**config.mk**
```make
export PLATFORM = sky130hd
export DESIGN_NAME = spi_ram_arbiter_flat
export DESIGN_NICKNAME = d
export VERILOG_FILES = /design/src/rtl/spi_ram_arbiter_if.sv /design/src/rtl/spi_ram_arbiter.sv /design/src/flat_wrapper.sv
export SDC_FILE = /design/constraint.sdc
export NUM_CORES = 1
export LEC_CHECK = 0
export CORE_MARGIN = 1.5
export CORE_UTILIZATION = 50
export DETAILED_ROUTE_END_ITERATION = 7
export PLACE_DENSITY_LB_ADDON = 0.15
export RECOVER_POWER = 50
export SLEW_MARGIN = 10
export SYNTH_ARGS = -nofsm -noshare
export SYNTH_HDL_FRONTEND = slang
export SYNTH_SLANG_ARGS = --single-unit
```
**constraint.sdc**
```tcl
create_clock -name clk -period 2.6 [get_ports clk]
set_input_delay 0.52 -clock clk [delete_from_list [all_inputs] [get_ports clk]]
set_output_delay 0.52 -clock clk [all_outputs]
set_load 0.03 [all_outputs]
```
**src/rtl/spi_ram_arbiter_if.sv**
```systemverilog
// spi_ram_arbiter_if: SPI word, host requester and RAM port signals of the arbiter
interface spi_ram_arbiter_if #(parameter int ADDR_SIZE = 8);
  logic [9:0] rx_data;
  logic rx_valid;
  logic [7:0] tx_data;
  logic tx_valid;
  logic host_req;
  logic host_we;
  logic [ADDR_SIZE-1:0] host_addr;
  logic [7:0] host_wdata;
  logic host_gnt;
  logic [7:0] host_rdata;
  logic host_rvalid;
  logic ram_en;
  logic ram_we;
  logic [ADDR_SIZE-1:0] ram_addr;
  logic [7:0] ram_wdata;
  logic [7:0] ram_rdata;
  logic cmd_err;
  modport slave (
    input rx_data, rx_valid, host_req, host_we, host_addr, host_wdata, ram_rdata,
    output tx_data, tx_valid, host_gnt, host_rdata, host_rvalid, ram_en, ram_we, ram_addr,
           ram_wdata, cmd_err
  );
  modport master (
    output rx_data, rx_valid, host_req, host_we, host_addr, host_wdata, ram_rdata,
    input tx_data, tx_valid, host_gnt, host_rdata, host_rvalid, ram_en, ram_we, ram_addr,
          ram_wdata, cmd_err
  );
endinterface

```
**src/rtl/spi_ram_arbiter.sv**
```systemverilog
// spi_ram_arbiter: decodes SPI command words into RAM accesses, sharing the RAM port
// round-robin with a host requester
module spi_ram_arbiter #(
  parameter int ADDR_SIZE = 8,
  parameter bit AUTO_INC = 1'b1
) (
  input logic clk,
  input logic rst_n,
  spi_ram_arbiter_if.slave bus
);
  typedef enum logic [1:0] {IDLE, ACC, RDCAP} state_t;
  state_t state, state_d;
  logic rx_q, pend, wa_set, ra_set, last_spi, win_spi, is_rd;
  logic cap, cfg, spi_req, bad, host_go, spi_go, pend_clr;
  logic [9:0] cmd;
  logic [ADDR_SIZE-1:0] wr_addr, rd_addr;
  always_ff @(posedge clk) state <= !rst_n ? IDLE : state_d;
  always_comb begin
    cap = bus.rx_valid && !rx_q;
    cfg = state == IDLE && pend && !cmd[8];
    spi_req = state == IDLE && pend && cmd[8] && (cmd[9] ? ra_set : wa_set);
    bad = state == IDLE && pend && cmd[8] && !(cmd[9] ? ra_set : wa_set);
    host_go = state == IDLE && bus.host_req && (!spi_req || last_spi);
    spi_go = spi_req && !host_go;
    pend_clr = cfg || bad || spi_go;
    state_d = state == IDLE ? ((spi_go || host_go) ? ACC : IDLE) :
              (state == ACC && is_rd) ? RDCAP : IDLE;
  end
  // The access is fully registered at grant time, so pend and the pointer move on here
  // and a command captured during ACC/RDCAP survives.
  always_ff @(posedge clk) begin
    if (!rst_n) begin
      rx_q <= 1'b0;
      pend <= 1'b0;
      cmd <= '0;
      wa_set <= 1'b0;
      ra_set <= 1'b0;
      wr_addr <= '0;
      rd_addr <= '0;
      last_spi <= 1'b0;
      win_spi <= 1'b0;
      is_rd <= 1'b0;
      bus.tx_data <= '0;
      bus.tx_valid <= 1'b0;
      bus.host_gnt <= 1'b0;
      bus.host_rdata <= '0;
      bus.host_rvalid <= 1'b0;
      bus.ram_en <= 1'b0;
      bus.ram_we <= 1'b0;
      bus.ram_addr <= '0;
      bus.ram_wdata <= '0;
      bus.cmd_err <= 1'b0;
    end else begin
      rx_q <= bus.rx_valid;
      if (cap) cmd <= bus.rx_data;
      pend <= cap || (pend && !pend_clr);
      bus.cmd_err <= (cap && pend && !pend_clr) || bad;
      if (cfg && !cmd[9]) begin
        wr_addr <= ADDR_SIZE'(cmd[7:0]);
        wa_set <= 1'b1;
      end
      if (cfg && cmd[9]) begin
        rd_addr <= ADDR_SIZE'(cmd[7:0]);
        ra_set <= 1'b1;
      end
      bus.ram_en <= spi_go || host_go;
      bus.host_gnt <= host_go;
      if (spi_go || host_go) begin
        bus.ram_we <= spi_go ? !cmd[9] : bus.host_we;
        bus.ram_addr <= spi_go ? (cmd[9] ? rd_addr : wr_addr) : bus.host_addr;
        bus.ram_wdata <= spi_go ? cmd[7:0] : bus.host_wdata;
        win_spi <= spi_go;
        is_rd <= spi_go ? cmd[9] : !bus.host_we;
      end
      if (spi_go && AUTO_INC && cmd[9]) rd_addr <= rd_addr + 1'b1;
      if (spi_go && AUTO_INC && !cmd[9]) wr_addr <= wr_addr + 1'b1;
      if (state == ACC) last_spi <= win_spi;
      bus.tx_valid <= state == RDCAP && win_spi;
      bus.host_rvalid <= state == RDCAP && !win_spi;
      if (state == RDCAP && win_spi) bus.tx_data <= bus.ram_rdata;
      if (state == RDCAP && !win_spi) bus.host_rdata <= bus.ram_rdata;
    end
  end
endmodule
```
**src/flat_wrapper.sv**
```systemverilog
// flat-port wrapper written by rule: the top's interface ports become plain ports
module spi_ram_arbiter_flat 
#(
  parameter int ADDR_SIZE = 8,
  parameter bit AUTO_INC = 1'b1
)
  (clk, rst_n, bus_rx_data, bus_rx_valid, bus_host_req, bus_host_we, bus_host_addr, bus_host_wdata, bus_ram_rdata, bus_tx_data, bus_tx_valid, bus_host_gnt, bus_host_rdata, bus_host_rvalid, bus_ram_en, bus_ram_we, bus_ram_addr, bus_ram_wdata, bus_cmd_err);
  spi_ram_arbiter_if #(.ADDR_SIZE(ADDR_SIZE)) bus_i ();
  input logic clk;
  input logic rst_n;
  input wire logic [$bits(bus_i.rx_data)-1:0] bus_rx_data;
  input wire logic [$bits(bus_i.rx_valid)-1:0] bus_rx_valid;
  input wire logic [$bits(bus_i.host_req)-1:0] bus_host_req;
  input wire logic [$bits(bus_i.host_we)-1:0] bus_host_we;
  input wire logic [$bits(bus_i.host_addr)-1:0] bus_host_addr;
  input wire logic [$bits(bus_i.host_wdata)-1:0] bus_host_wdata;
  input wire logic [$bits(bus_i.ram_rdata)-1:0] bus_ram_rdata;
  output wire logic [$bits(bus_i.tx_data)-1:0] bus_tx_data;
  output wire logic [$bits(bus_i.tx_valid)-1:0] bus_tx_valid;
  output wire logic [$bits(bus_i.host_gnt)-1:0] bus_host_gnt;
  output wire logic [$bits(bus_i.host_rdata)-1:0] bus_host_rdata;
  output wire logic [$bits(bus_i.host_rvalid)-1:0] bus_host_rvalid;
  output wire logic [$bits(bus_i.ram_en)-1:0] bus_ram_en;
  output wire logic [$bits(bus_i.ram_we)-1:0] bus_ram_we;
  output wire logic [$bits(bus_i.ram_addr)-1:0] bus_ram_addr;
  output wire logic [$bits(bus_i.ram_wdata)-1:0] bus_ram_wdata;
  output wire logic [$bits(bus_i.cmd_err)-1:0] bus_cmd_err;
  assign bus_i.rx_data = bus_rx_data;
  assign bus_i.rx_valid = bus_rx_valid;
  assign bus_i.host_req = bus_host_req;
  assign bus_i.host_we = bus_host_we;
  assign bus_i.host_addr = bus_host_addr;
  assign bus_i.host_wdata = bus_host_wdata;
  assign bus_i.ram_rdata = bus_ram_rdata;
  assign bus_tx_data = bus_i.tx_data;
  assign bus_tx_valid = bus_i.tx_valid;
  assign bus_host_gnt = bus_i.host_gnt;
  assign bus_host_rdata = bus_i.host_rdata;
  assign bus_host_rvalid = bus_i.host_rvalid;
  assign bus_ram_en = bus_i.ram_en;
  assign bus_ram_we = bus_i.ram_we;
  assign bus_ram_addr = bus_i.ram_addr;
  assign bus_ram_wdata = bus_i.ram_wdata;
  assign bus_cmd_err = bus_i.cmd_err;
  spi_ram_arbiter #(.ADDR_SIZE(ADDR_SIZE), .AUTO_INC(AUTO_INC)) u_core (.clk(clk), .rst_n(rst_n), .bus(bus_i));
endmodule
```
==> impl_results.rst, run 1 <==
.. list-table::
   :header-rows: 1

   * - Metric
     - Value
   * - Area Overhead vs Synth
     - 30.8%
   * - Switching power summed over all nets
     - 0.624 mW
   * - CP Capture Type
     - register
   * - Initial antenna violation count
     - 0
   * - Detailed-route via count
     - 2838
   * - Reg area
     - 0.00146 mm²
   * - Avg Synthesized Cell Area
     - 9.51 µm²
   * - GPL Wtd Cong
     - 0.858
   * - Net count reported at finish
     - 455
   * - Fmax
     - 0.457 GHz
   * - Clock edge transition at the registers on the reported setup and hold paths
     - 80 ps
   * - Number of input and output port buffers inserted
     - 76
   * - Number of instances in the synthesized netlist
     - 340
   * - Fraction of power consumed by combinational cells
     - 0.116
   * - Mapped Nets
     - 381
   * - Power Dens Cells
     - 573 mW/mm²
   * - Netlist cell types
     - 60
   * - Total area of multi-input combinational cells
     - 0.00162 mm²
   * - Starting DRC count in detailed routing
     - 231
   * - Clk_lat worst skew
     - 350 ps
   * - Status
     - finished, final reports clean
   * - CTS tree
     - done
   * - RSZ-0062 raised after global routing
     - no
   * - Worst rel slew slack
     - 0.479
   * - Most instantiated library cell after synthesis
     - sky130_fd_sc_hd__dfxtp_1
   * - DRC violation count after routing
     - 0
   * - Biggest cell delay along the critical path
     - 590 ps
   * - Worst supply voltage drop on vdd
     - 0.445 mV
   * - Most frequently used flop master after synthesis
     - sky130_fd_sc_hd__dfxtp_1
   * - First-pass detailed-route iteration total
     - 4
   * - Sinks on Clock Net
     - 73
   * - Overall Global Routing Usage
     - 0.237
   * - Die H
     - 83.4 µm
   * - Sequential power share
     - 0.495
   * - Top cells by count, synth
     - sky130_fd_sc_hd__dfxtp_1 (73), sky130_fd_sc_hd__nor2_1 (41), sky130_fd_sc_hd__nand2_1 (32)
   * - Hold Path Class
     - reg -> reg
   * - Share of power burned in the clock network
     - 0.389
   * - Cell type contributing the most total cell area after synthesis
     - sky130_fd_sc_hd__dfxtp_1
   * - Post-detailed-routing wire length
     - 8010 µm
   * - Final setup violation count
     - 0
   * - Antenna cell count
     - 0
   * - Filler cells
     - 531
   * - Std cell rows
     - 29
   * - Number of enable flip-flop cells after synthesis
     - 0
   * - Number of hold violations in the final report
     - 0
   * - Fraction of final layout cells with drive strength greater than 1
     - 0.0883
   * - Buffers from clock root to sink, at most
     - 2
   * - Mean routed wirelength per cell
     - 16.1 µm
   * - Family with the most delay on the worst path
     - simple AND/OR/NAND/NOR gates
   * - # resized after CTS
     - 0
   * - Leakage Power
     - 1.55 nW
   * - CP Data Required Time
     - 2850 ps
   * - Worst path cell trace
     - dlygate4sd3_1, and2_0, nor3_4, mux2_2, o21a_1
   * - Boundary pin count
     - 77
   * - Largest net degree at the start of global routing
     - 36
   * - Antenna Nets Post-Route
     - 0
   * - Post-synthesis cell area
     - 0.00323 mm²
   * - Slew at the pin closest to its max-slew limit
     - 781 ps
   * - Post-CTS Setup Inserts
     - 0
   * - Leading post-synthesis cells by cell area
     - sky130_fd_sc_hd__dfxtp_1 (45%), sky130_fd_sc_hd__mux2i_1 (8.7%), sky130_fd_sc_hd__a221o_1 (5.0%), sky130_fd_sc_hd__nor2_1 (4.8%), sky130_fd_sc_hd__nand2_1 (3.7%)
   * - Global-route wire length before repair
     - 13200 µm
   * - Max capacitance violation total
     - 0
   * - Buf+Inv Stages, Crit Path
     - 1
   * - Hold-fix buffers at CTS
     - 0
   * - Number of register bits inferred by synthesis
     - 73
   * - Critical path peak fanout
     - 9
   * - Initial core utilization
     - 0.512
   * - CP arrival
     - 2440 ps
   * - Number of clock buffers inserted by TritonCTS
     - 9
   * - Half-perimeter wire length of the detailed placement result
     - 5790 µm
   * - Setup CP Type
     - in -> reg
   * - Grt ovf
     - 0
   * - Aggregate negative setup slack
     - 0 ps
   * - DR vias/cell
     - 5.72
   * - Seq/Total Area, Yosys
     - 0.452
   * - Share of flip-flops with an asynchronous set or reset
     - 0
   * - Maximum clock skew at final layout
     - 7.37 ps
   * - Post-route clock period utilization
     - 0.841
   * - Share of the synthesized area in the top cell type
     - 0.452
   * - Instance count after placement with tap cells included
     - 480
   * - Area inside the core boundary
     - 0.00631 mm²
   * - Fin cells
     - 496
   * - Die outline width
     - 83.4 µm
   * - Via count of the first global-routing pass
     - 2690
   * - Highest-delay cell along the critical path
     - sky130_fd_sc_hd__dlygate4sd3_1
   * - Library cell used as clock root buffer
     - sky130_fd_sc_hd__clkbuf_8
   * - Yosys warning count
     - 0
   * - Type of element launching the critical path
     - input pin
   * - Switching share of power
     - 0.257
   * - Full die area
     - 0.00696 mm²
   * - Max-slew violation count
     - 0
   * - Int Pwr
     - 1.80 mW
   * - # H-tree levels
     - 3
   * - Shortest clock period the worst path allows after layout
     - 2190 ps
[path summary, 6_finish.rpt]
check | depth (start not counted) | startpoint | endpoint | slack (ps)
worst max-delay path | 5 | bus_host_req | u_core.wr_addr[7]$_SDFFE_PN0P_ | 410
worst min-delay path | 2 | u_core.is_rd$_SDFFE_PN0P_ | u_core.state[1]$_SDFF_PP0_ | 480
worst max register to register | 5 | u_core.cmd[9]$_SDFFE_PN0P_ | u_core.bus.ram_wdata[6]$_SDFFE_PN0P_ | 440
worst min register to register | 2 | u_core.is_rd$_SDFFE_PN0P_ | u_core.state[1]$_SDFF_PP0_ | 480
[layout by cell type (no fill, tap or decap), types with 4 or more instances in the layout]
cell type	netlist	final
sky130_fd_sc_hd__clkdlybuf4s50_1	0	73
sky130_fd_sc_hd__dfxtp_1	73	73
sky130_fd_sc_hd__nor2_1	41	41
sky130_fd_sc_hd__nand2_1	32	33
sky130_fd_sc_hd__mux2i_1	28	28
sky130_fd_sc_hd__a21oi_1	17	17
sky130_fd_sc_hd__a221o_1	16	16
sky130_fd_sc_hd__clkbuf_8	0	11
sky130_fd_sc_hd__nor3_1	8	8
sky130_fd_sc_hd__and2_1	10	8
sky130_fd_sc_hd__nand3_1	8	8
sky130_fd_sc_hd__inv_1	6	6
sky130_fd_sc_hd__o22ai_1	5	5
sky130_fd_sc_hd__buf_4	2	5
sky130_fd_sc_hd__o21ai_0	4	4
[state kept, by name, summed over array words and instances, names as in the netlist, 2 cells and up]
signal / flops
u_core.bus.tx_data: 8
u_core.bus.ram_addr: 8
u_core.cmd: 10
u_core.bus.host_rdata: 8
u_core.rd_addr: 8
u_core.bus.ram_wdata: 8
u_core.state: 2
u_core.wr_addr: 8
[power groups by stage]
stage | registers [mW] | clock network, mW | logic (mW)
global placement | 1.22 | 0 | 0.283
global route | 1.21 | 1.01 | 0.302
detailed placement | 1.23 | 0 | 0.286
floorplan | 1.25 | 0 | 0.129
finish | 1.20 | 0.942 | 0.282
CTS | 1.20 | 0.960 | 0.287
[logic make-up (layout without fill, tap and decap cells)]
family,Yosys count,in the layout,share of synthesized area
and+or+nand+nor,135,135,0.227
DFF,73,73,0.452
AOI/OAI and AO/OA,70,70,0.165
muxes,32,32,0.103
buffers and inverters,28,107,0.0453
adders and majority gates,2,2,0.00774
[through the flow]
| step | power [mW] | utilization | hold WS [ps] | instance area (µm²) | setup WS, ps |
|---|---|---|---|---|---|
| detailed placement | 1.51 | 0.640 | 457 | 4040 | 295 |
| CTS | 2.45 | 0.674 | 475 | 4250 | 670 |
| global placement | 1.51 | 0.640 | 450 | 4040 | 321 |
| global route | 2.52 | 0.670 | 498 | 4230 | 308 |
| floorplan | 1.38 | - | 409 | 3230 | 795 |
| finish | 2.42 | 0.670 | 479 | 4230 | 414 |
[layer usage]
layer | vias up | global-route usage | share of wire
met4 | 0 | 0.103 | 0.014
met3 | 7 | 0.0577 | 0.080
met2 | 115 | 0.363 | 0.45
li1 | 1392 | - | -
met1 | 1324 | 0.318 | 0.46
met5 | - | 0 | 0
[final cells by class]
class                   count  area share
multi-input cells         239       0.383
repair buffers             85       0.193
flip-flops and latches     73       0.346
clock buffers              11      0.0358
clock inverters             5      0.0148
well taps                  77      0.0228
inverters                   6     0.00533
[tightest hold or removal path, stage by stage, from the launching register on]
cell and delay (ps):
sky130_fd_sc_hd__dfxtp_1 320, sky130_fd_sc_hd__nand2_1 80, sky130_fd_sc_hd__nor2_1 40
No activity file was read; power rests on OpenSTA's default activity.
==> run 2: changes to the inputs <==
Settings changed: CORE_UTILIZATION 50 to 45.
Clock period 2.6 ns to 1.95 ns, I/O delays scaled along.
==> impl_results.rst, run 2 (synthesis gave the netlist of run 1 again) <==
.. list-table::
   :header-rows: 1

   * - Metric
     - Value
   * - Status
     - finished, final reports clean
   * - Post-CTS Setup Inserts
     - 0
   * - Fin cells
     - 533
   * - Highest-count cells in the layout ignoring fill and taps
     - sky130_fd_sc_hd__dfxtp_1 (73), sky130_fd_sc_hd__clkdlybuf4s50_1 (69), sky130_fd_sc_hd__nor2_1 (42)
   * - Critical register-to-register path endpoint
     - u_core.rd_addr[3]$_SDFFE_PN0P_
   * - Highest routed layer
     - met4
   * - DR vias/cell
     - 5.50
   * - # H-tree levels
     - 3
   * - Worst rel slew slack
     - 0.628
   * - Antenna cell count
     - 0
   * - Final setup violation count
     - 0
   * - Half-perimeter wire length of the detailed placement result
     - 6020 µm
   * - CP Capture Type
     - register
   * - CP arrival
     - 2070 ps
   * - Start point of the critical path
     - bus_host_req
   * - Max-slew violation count
     - 0
   * - Instance count after placement with tap cells included
     - 517
   * - Hold Path Class
     - reg -> reg
   * - Biggest cell delay along the critical path
     - 560 ps
   * - Fraction of power consumed by combinational cells
     - 0.120
   * - Worst setup margin
     - 120 ps
   * - Fmax
     - 0.547 GHz
   * - Post-detailed-routing wire length
     - 8220 µm
   * - Total cell area at the placement stage
     - 0.00422 mm²
   * - Aggregate negative setup slack
     - 0 ps
   * - Maximum clock skew at final layout
     - 8.28 ps
   * - Switching power summed over all nets
     - 0.823 mW
   * - Starting DRC count in detailed routing
     - 200
   * - Grt ovf
     - 0
   * - Number of clock buffers inserted by TritonCTS
     - 9
   * - Boundary pin count
     - 77
   * - Via count of the first global-routing pass
     - 2777
   * - Detailed-route via count
     - 2929
   * - Overall Global Routing Usage
     - 0.222
   * - Power Dens Cells
     - 751 mW/mm²
   * - Die H
     - 87.8 µm
   * - Met1 routed wirelength after detailed routing
     - 3880 µm
   * - CP Data Required Time
     - 2190 ps
   * - Worst R2R Setup Slack
     - 160 ps
   * - Met3 Wirelength
     - 508 µm
   * - Hold-fix buffers at CTS
     - 0
   * - Number of hold violations in the final report
     - 0
   * - Worst path cell trace
     - dlygate4sd3_1, and2_1, clkbuf_1, nor3_4, mux2_2, o21a_1
   * - Largest net degree at the start of global routing
     - 26
   * - Place WS
     - -114 ps
   * - Critical path peak fanout
     - 6
   * - Int Pwr
     - 2.50 mW
   * - Worst supply voltage drop on vdd
     - 0.366 mV
   * - Finished Cell Area
     - 0.00443 mm²
   * - RSZ-0062 raised after global routing
     - no
   * - Largest register FFs
     - 10
   * - Mean routed wirelength per cell
     - 15.4 µm
   * - First-pass detailed-route iteration total
     - 4
   * - Initial core utilization
     - 0.471
   * - Area Overhead vs Synth
     - 36.8%
   * - Routed wire length on met2
     - 3710 µm
   * - Fraction of final layout cells with drive strength greater than 1
     - 0.128
   * - Share of power burned in the clock network
     - 0.400
   * - Setup CP Type
     - in -> reg
   * - Initial antenna violation count
     - 0
   * - # resized after CTS
     - 0
   * - Antenna Nets Post-Route
     - 0
   * - Critical register-to-register path startpoint
     - u_core.state[0]$_SDFF_PN0_
   * - CP endpoint
     - u_core.wr_addr[7]$_SDFFE_PN0P_
   * - Shortest clock period the worst path allows after layout
     - 1830 ps
   * - GPL Wtd Cong
     - 0.878
   * - Buffers from clock root to sink, at most
     - 2
   * - Type of element launching the critical path
     - input pin
   * - Net count reported at finish
     - 473
   * - Library cell used as clock root buffer
     - sky130_fd_sc_hd__clkbuf_8
   * - Post-route clock period utilization
     - 0.938
   * - Count of cells along the worst register-to-register path
     - 6
   * - Max capacitance violation total
     - 0
   * - Highest-delay cell along the critical path
     - sky130_fd_sc_hd__dlygate4sd3_1
   * - Std cell rows
     - 30
   * - Leakage Power
     - 1.69 nW
   * - Register ranked first by flip-flop count
     - u_core.cmd
   * - Filler cells
     - 592
   * - DRC violation count after routing
     - 0
   * - Most common cell after layout, fill and taps aside
     - sky130_fd_sc_hd__dfxtp_1
   * - Clock edge transition at the registers on the reported setup and hold paths
     - 80 ps
   * - Sinks on Clock Net
     - 73
   * - CTS tree
     - done
   * - Area inside the core boundary
     - 0.00687 mm²
   * - Fin Hold WS
     - 450 ps
   * - Switching share of power
     - 0.247
   * - Global-route wire length before repair
     - 13200 µm
   * - Number of input and output port buffers inserted
     - 76
   * - Full die area
     - 0.00771 mm²
   * - Clk_lat worst skew
     - 350 ps
   * - Die outline width
     - 87.8 µm
   * - Slew at the pin closest to its max-slew limit
     - 556 ps
   * - Sequential power share
     - 0.480
## run 2: changes by cell type in the layout (fill, tap and decap cells not counted), moves of 2 or more
| cell | change |
|---|---|
| sky130_fd_sc_hd__buf_4 | +15 |
| sky130_fd_sc_hd__clkbuf_2 | +2 |
| sky130_fd_sc_hd__dlygate4sd3_1 | +4 |
| sky130_fd_sc_hd__clkdlybuf4s50_1 | -4 |
| sky130_fd_sc_hd__buf_12 | +2 |
## run 2: layout make-up
class                           instances  area (µm²)  area share
Clock buffer                           10         138      0.0311
Clock inverter                          6        90.1      0.0204
Inverter                                6        22.5     0.00509
Multi-Input combinational cell        239        1620       0.366
Sequential cell                        73        1460       0.330
Tap cell                               96         120      0.0271
Timing Repair Buffer                  103         973       0.220
## run 2: power by group through the flow
| stage | sequential [mW] | combinational, mW | clock, mW |
|---|---|---|---|
| after detailed placement | 1.63 | 0.402 | 0 |
| after CTS | 1.59 | 0.404 | 1.36 |
| after global placement | 1.63 | 0.398 | 0 |
| final | 1.60 | 0.398 | 1.33 |
| after floorplan | 1.67 | 0.172 | 0 |
| after global routing | 1.60 | 0.428 | 1.42 |
## run 2: how the worst min path moves through the flow
stage	from	end	cells after the start
floorplan	u_core.is_rd$_SDFFE_PN0P_	u_core.state[1]$_SDFF_PP0_	2
global placement	u_core.is_rd$_SDFFE_PN0P_	u_core.state[1]$_SDFF_PP0_	2
detailed placement	u_core.is_rd$_SDFFE_PN0P_	u_core.state[1]$_SDFF_PP0_	2
CTS	u_core.is_rd$_SDFFE_PN0P_	u_core.state[1]$_SDFF_PP0_	2
global route	u_core.is_rd$_SDFFE_PN0P_	u_core.state[1]$_SDFF_PP0_	2
finish	u_core.is_rd$_SDFFE_PN0P_	u_core.state[1]$_SDFF_PP0_	2
## run 2: through the flow
stage,power [mW],util
global placement,2.03,0.615
global route,3.45,0.644
finish,3.33,0.644
floorplan,1.84,-
CTS,3.36,0.648
detailed placement,2.03,0.615
## run 2: per-layer routing
layer / vias to the layer above / global-route usage
met5: - / 0
met4: 0 / 0.0909
met3: 15 / 0.0415
met2: 121 / 0.344
met1: 1359 / 0.304
li1: 1434 / -
## run 2: worst max-delay path, delay by kind of cell
kind	cells	cell delay, ps
buf+inv	2	720
mux	1	370
compound gates	1	160
simple gates	2	430
